--- config.mk ---
export PLATFORM = sky130hd
export DESIGN_NAME = if_fetch
export DESIGN_NICKNAME = d
export VERILOG_FILES = /design/src/rtl/if_fetch_pkg.sv /design/src/rtl/if_fetch.sv
export SDC_FILE = /design/constraint.sdc
export NUM_CORES = 1
export LEC_CHECK = 0
export CAP_MARGIN = 40
export CORE_MARGIN = 2
export CORE_UTILIZATION = 45
export DETAILED_ROUTE_END_ITERATION = 10
export HOLD_SLACK_MARGIN = 0.05
export PLACE_DENSITY = 0.78
export SETUP_SLACK_MARGIN = 0.2
export SLEW_MARGIN = 20
export SYNTH_ARGS = -nofsm -noshare
export SYNTH_HDL_FRONTEND = slang
export SYNTH_SLANG_ARGS = --single-unit
--- constraint.sdc ---
create_clock -name clk -period 2.9 [get_ports clk]
set_clock_uncertainty 0.15 [all_clocks]
set_input_delay 0.29 -clock clk [delete_from_list [all_inputs] [get_ports clk]]
set_output_delay 0.29 -clock clk [all_outputs]
set_load 0.005 [all_outputs]
--- src/rtl/if_fetch_pkg.sv ---
// Shared definitions for the instruction fetch stage: bus types, zero constant
// and the fetch state encodings.
package if_fetch_pkg;

    localparam logic [31:0] ZeroWord = 32'h0000_0000;

    typedef logic [31:0] InstAddrBus;
    typedef logic [31:0] InstBus;

    localparam logic [1:0] IF_IDLE  = 2'd0;
    localparam logic [1:0] IF_FETCH = 2'd1;
    localparam logic [1:0] IF_HOLD  = 2'd2;

    localparam logic [2:0] BytesPerInst = 3'd4;

endpackage

--- src/rtl/if_fetch.sv ---
// Byte-serial instruction fetch: issues four byte reads per instruction over a
// shared memory port, assembles them little-endian and holds the result for if_id.
module if_fetch
    import if_fetch_pkg::*;
(
    input  logic        clk,
    input  logic        rst,
    input  logic        rdy,
    input  logic        if_stall_i,
    input  logic        branch_enable_i,
    input  logic [31:0] branch_addr_i,
    input  logic        mem_grant_i,
    input  logic [7:0]  mem_din_i,
    output logic        mem_req_o,
    output logic [31:0] mem_addr_o,
    output logic [31:0] pc_o,
    output logic [31:0] inst_o,
    output logic        inst_valid_o
);

    logic [1:0] r_state;
    InstAddrBus r_pc;
    logic [2:0] r_ic;
    logic [2:0] r_cc;
    logic       r_pend;
    logic [7:0] r_bytes [0:3];
    InstBus     r_inst;
    logic       r_valid;

    logic w_req;
    logic w_issue;
    logic w_last;

    // The request stays up for the whole issue phase even without a grant.
    assign w_req      = rdy && (r_state == IF_FETCH) && (r_ic < BytesPerInst);
    assign w_issue    = w_req && mem_grant_i;
    assign w_last     = r_pend && (r_cc == (BytesPerInst - 3'd1));

    assign mem_req_o    = w_req;
    assign mem_addr_o   = w_req ? (r_pc + {29'd0, r_ic}) : ZeroWord;
    assign pc_o         = r_pc;
    assign inst_o       = r_inst;
    assign inst_valid_o = r_valid;

    always_ff @(posedge clk or posedge rst) begin
        if (rst) begin
            r_state <= IF_IDLE;
            r_pc    <= ZeroWord;
            r_ic    <= 3'd0;
            r_cc    <= 3'd0;
            r_pend  <= 1'b0;
            r_inst  <= ZeroWord;
            r_valid <= 1'b0;
            for (int i = 0; i < 4; i++) begin
                r_bytes[i] <= 8'h00;
            end
        end else if (rdy) begin
            // A redirect clears pend, so the byte for any address issued now is dropped.
            if (branch_enable_i) begin
                r_state <= IF_FETCH;
                r_pc    <= branch_addr_i;
                r_ic    <= 3'd0;
                r_cc    <= 3'd0;
                r_pend  <= 1'b0;
                r_inst  <= ZeroWord;
                r_valid <= 1'b0;
            end else begin
                case (r_state)
                    IF_IDLE: begin
                        r_state <= IF_FETCH;
                    end
                    IF_FETCH: begin
                        r_pend <= w_issue;
                        if (w_issue) begin
                            r_ic <= r_ic + 3'd1;
                        end
                        if (r_pend) begin
                            r_bytes[r_cc[1:0]] <= mem_din_i;
                            r_cc               <= r_cc + 3'd1;
                        end
                        // The last byte bypasses the bank so the word is ready one cycle earlier.
                        if (w_last) begin
                            r_inst  <= {mem_din_i, r_bytes[2], r_bytes[1], r_bytes[0]};
                            r_valid <= 1'b1;
                            r_state <= IF_HOLD;
                        end
                    end
                    IF_HOLD: begin
                        if (!if_stall_i) begin
                            r_state <= IF_FETCH;
                            r_pc    <= r_pc + 32'd4;
                            r_ic    <= 3'd0;
                            r_cc    <= 3'd0;
                            r_pend  <= 1'b0;
                            r_valid <= 1'b0;
                        end
                    end
                    default: begin
                        r_state <= IF_IDLE;
                    end
                endcase
            end
        end
    end

endmodule

==> metrics.csv <==
metric;value;unit
status;completed;
maxSlewViolCount;0;
worstMarginPinSlew;0.7578;ns
gp_congestion;1.026;
crit_arrival;2.40;ns
cap_viol_max_count;0;
crit_path_start_kind;register;
clk_latency;0.35;ns
grt_pass1_vias;5450;
ff2ff_path_depth;7;
async_flop_share;100.0;%
top_level_ports;144;
powerDensity;515.6;nW/um^2
final_util;67.22;%
cts_tree;yes;
irDropWorstVdd;0.0004224;V
fmax;352.0;MHz
drt_iter0_markers;566;
relSlewSlack;49.37;%
diodes;0;
worstHoldPathType;input port to register;
wl_per_cell;20.45;um
first_pass_iters;8;
portBuffers;143;
rows;40;
synth_warnings;0;
r2r-start;pc_o[11];
final_area;8074;um^2
cp-startpoint;pc_o[0];
dieWidth;115.1;um
grt_usage;28.21;%
synth_top_area_cell;dfrtp_1;
min_to;r_state[0];
reg2reg_slack;0.33;ns
via_per_inst;6.194;
reg2reg_to;pc_o[23];
grt_first_pass_wirelength;29170;um
synth_top_area_share;44.13;%
synth_area_leaders;dfrtp_1, mux2_2, a22o_1;
coreArea;12010;um^2
ys_ff_latch;98;
drive_gt1_share;24.41;%
cp.required;2.46;ns
layout_common_cells;clkdlybuf4s50_1, dfrtp_1, buf_4, nor2_1;
criticalPathCategory;register to primary output;
min_path_cells;3;
clk_pin_slew;0.07;ns
finalSetupViolCount;0;
seq_area;2455;um^2
p_leak;3.513;nW
min_period;2.841;ns
clockRootBuffer;clkbuf_16;
rsz0062_at_grt;true;
clock-sinks;98;
overflow;0;
grt_max_degree;51;
synth_ff_type;dfrtp_1;
fp.dieH;115.1;um
netlist_instances;582;
clk_path_buf_depth;2;
dieArea;13250;um^2
post_dp_cell_area;7408;um^2
cts_hold_repair.buffers;0;
final_nets;818;
vias;5655;
postRouteAntennaNets;0;
syn_to_final_growth;45.31;%
cp_max_fo;4;
holdCritStartpoint;branch_enable_i;
syn_avg_cell_area;9.547;um^2
ys_types;71;
synth_fp_nets;639;
syn_area;5557;um^2
hold_viol;0;
n_fill_cell;921;
start_util;46.26;%
synth_edf_count;0;
drc;0;
multi_input_area;3147;um^2
fin_crit_sh;97.95;%
yosysSeqAreaShare;44.13;%
cp-end-kind;primary output;
drt-total-wl;18680;um
htree_levels;3;
antenna_found_initial;0;
mostFrequentLayoutCell;clkdlybuf4s50_1;
hpwlAfterDp;12450;um
cts_buffers;9;
==> per-stage QoR <==
stage	total power, mW	TNS, ns	hold slack [ns]	instances	worst slack [ns]
after CTS	4.087	0	0.1930	904	0.01254
final	4.163	0	0.1902	913	0.05932
after global placement	2.854	-0.09622	0.3181	879	-0.03305
after global routing	4.370	-0.1438	0.2153	913	-0.04835
after floorplan	2.285	0	0.2717	582	0.3882
after detailed placement	2.900	-0.3725	0.3201	879	-0.1160
==> critical path, cell delays in order, from the launching register on <==
cell	delay, ns
dfrtp_1	0.36
ha_2	0.19
inv_2	0.04
fa_2	0.36
nor2b_4	0.18
buf_6	0.15
o2111ai_4	0.14
or3_1	0.35
a21oi_1	0.14
buf_2	0.13
==> registers in the layout, indices dropped and copies added (netlist names) <==
signal,count
inst_o,32
inst_valid_o,1
pc_o,32
r_bytes,24
r_cc,3
r_ic,3
r_pend,1
r_state,2
==> final cells by class <==
type	count	share of cell area (%)
clock buffer	11	2.882
sequential	98	30.40
clock inverter	5	0.6819
multi-input combinational	422	38.97
inverter	15	0.7438
timing repair buffer	215	24.04
tap	147	2.278
==> synthesized netlist by cell type (11+ instances only) <==
master,n
nor2_1,45
inv_1,14
nand3_1,20
and4_1,11
nand4_1,20
xnor2_1,12
xor2_1,12
or3_1,12
a22o_1,32
o21ai_0,29
nor3_1,15
mux2_2,26
dfrtp_1,98
clkbuf_1,32
nand2_1,33
a21oi_1,35
==> cells by family after synthesis <==
| kind of cell | count (synthesis) | share of synthesized area [%] |
|---|---|---|
| and+or+nand+nor | 209 | 20.96 |
| AOI/OAI and AO/OA | 149 | 18.17 |
| DFF | 98 | 44.13 |
| buffers and inverters | 62 | 4.503 |
| muxes | 29 | 5.832 |
| xor gates and xnor gates | 24 | 3.783 |
| adders and majority gates | 11 | 2.612 |
==> layer usage <==
metal / global-route usage, % / part of all wire, %
met1: 37.89 / 40
met2: 43.76 / 47
met3: 7.380 / 10
met4: 11.41 / 2.9
met5: 0 / 0
==> power breakdown <==
part           total (mW)  leakage, nW  switching (mW)  internal, mW
Clock                1.19        0.136           0.528         0.667
Sequential           1.74         1.25           0.186          1.55
Combinational        1.23         2.13           0.607         0.624
Total                4.16         3.51            1.32          2.84
==> worst max-delay path by stage <==
stage	slack (ns)	depth (start not counted)	endpoint
after detailed placement	-0.12	9	mem_addr_o[16]
after CTS	0.01	10	mem_addr_o[26]
after global placement	-0.03	9	mem_addr_o[16]
after global routing	-0.05	9	mem_addr_o[18]
final	0.06	9	mem_addr_o[18]
after floorplan	0.39	7	mem_addr_o[14]
==> timing repair <==
item / CTS / global route
setup endpoints to repair: 29 / 28
gates cloned: 0 / 1
pin swaps: 34 / 28
buffers inserted: 9 / 8
endpoints found under the hold margin: 0 / 0
gates resized for setup: 129 / 42
Power figures use the tool's default switching activity.
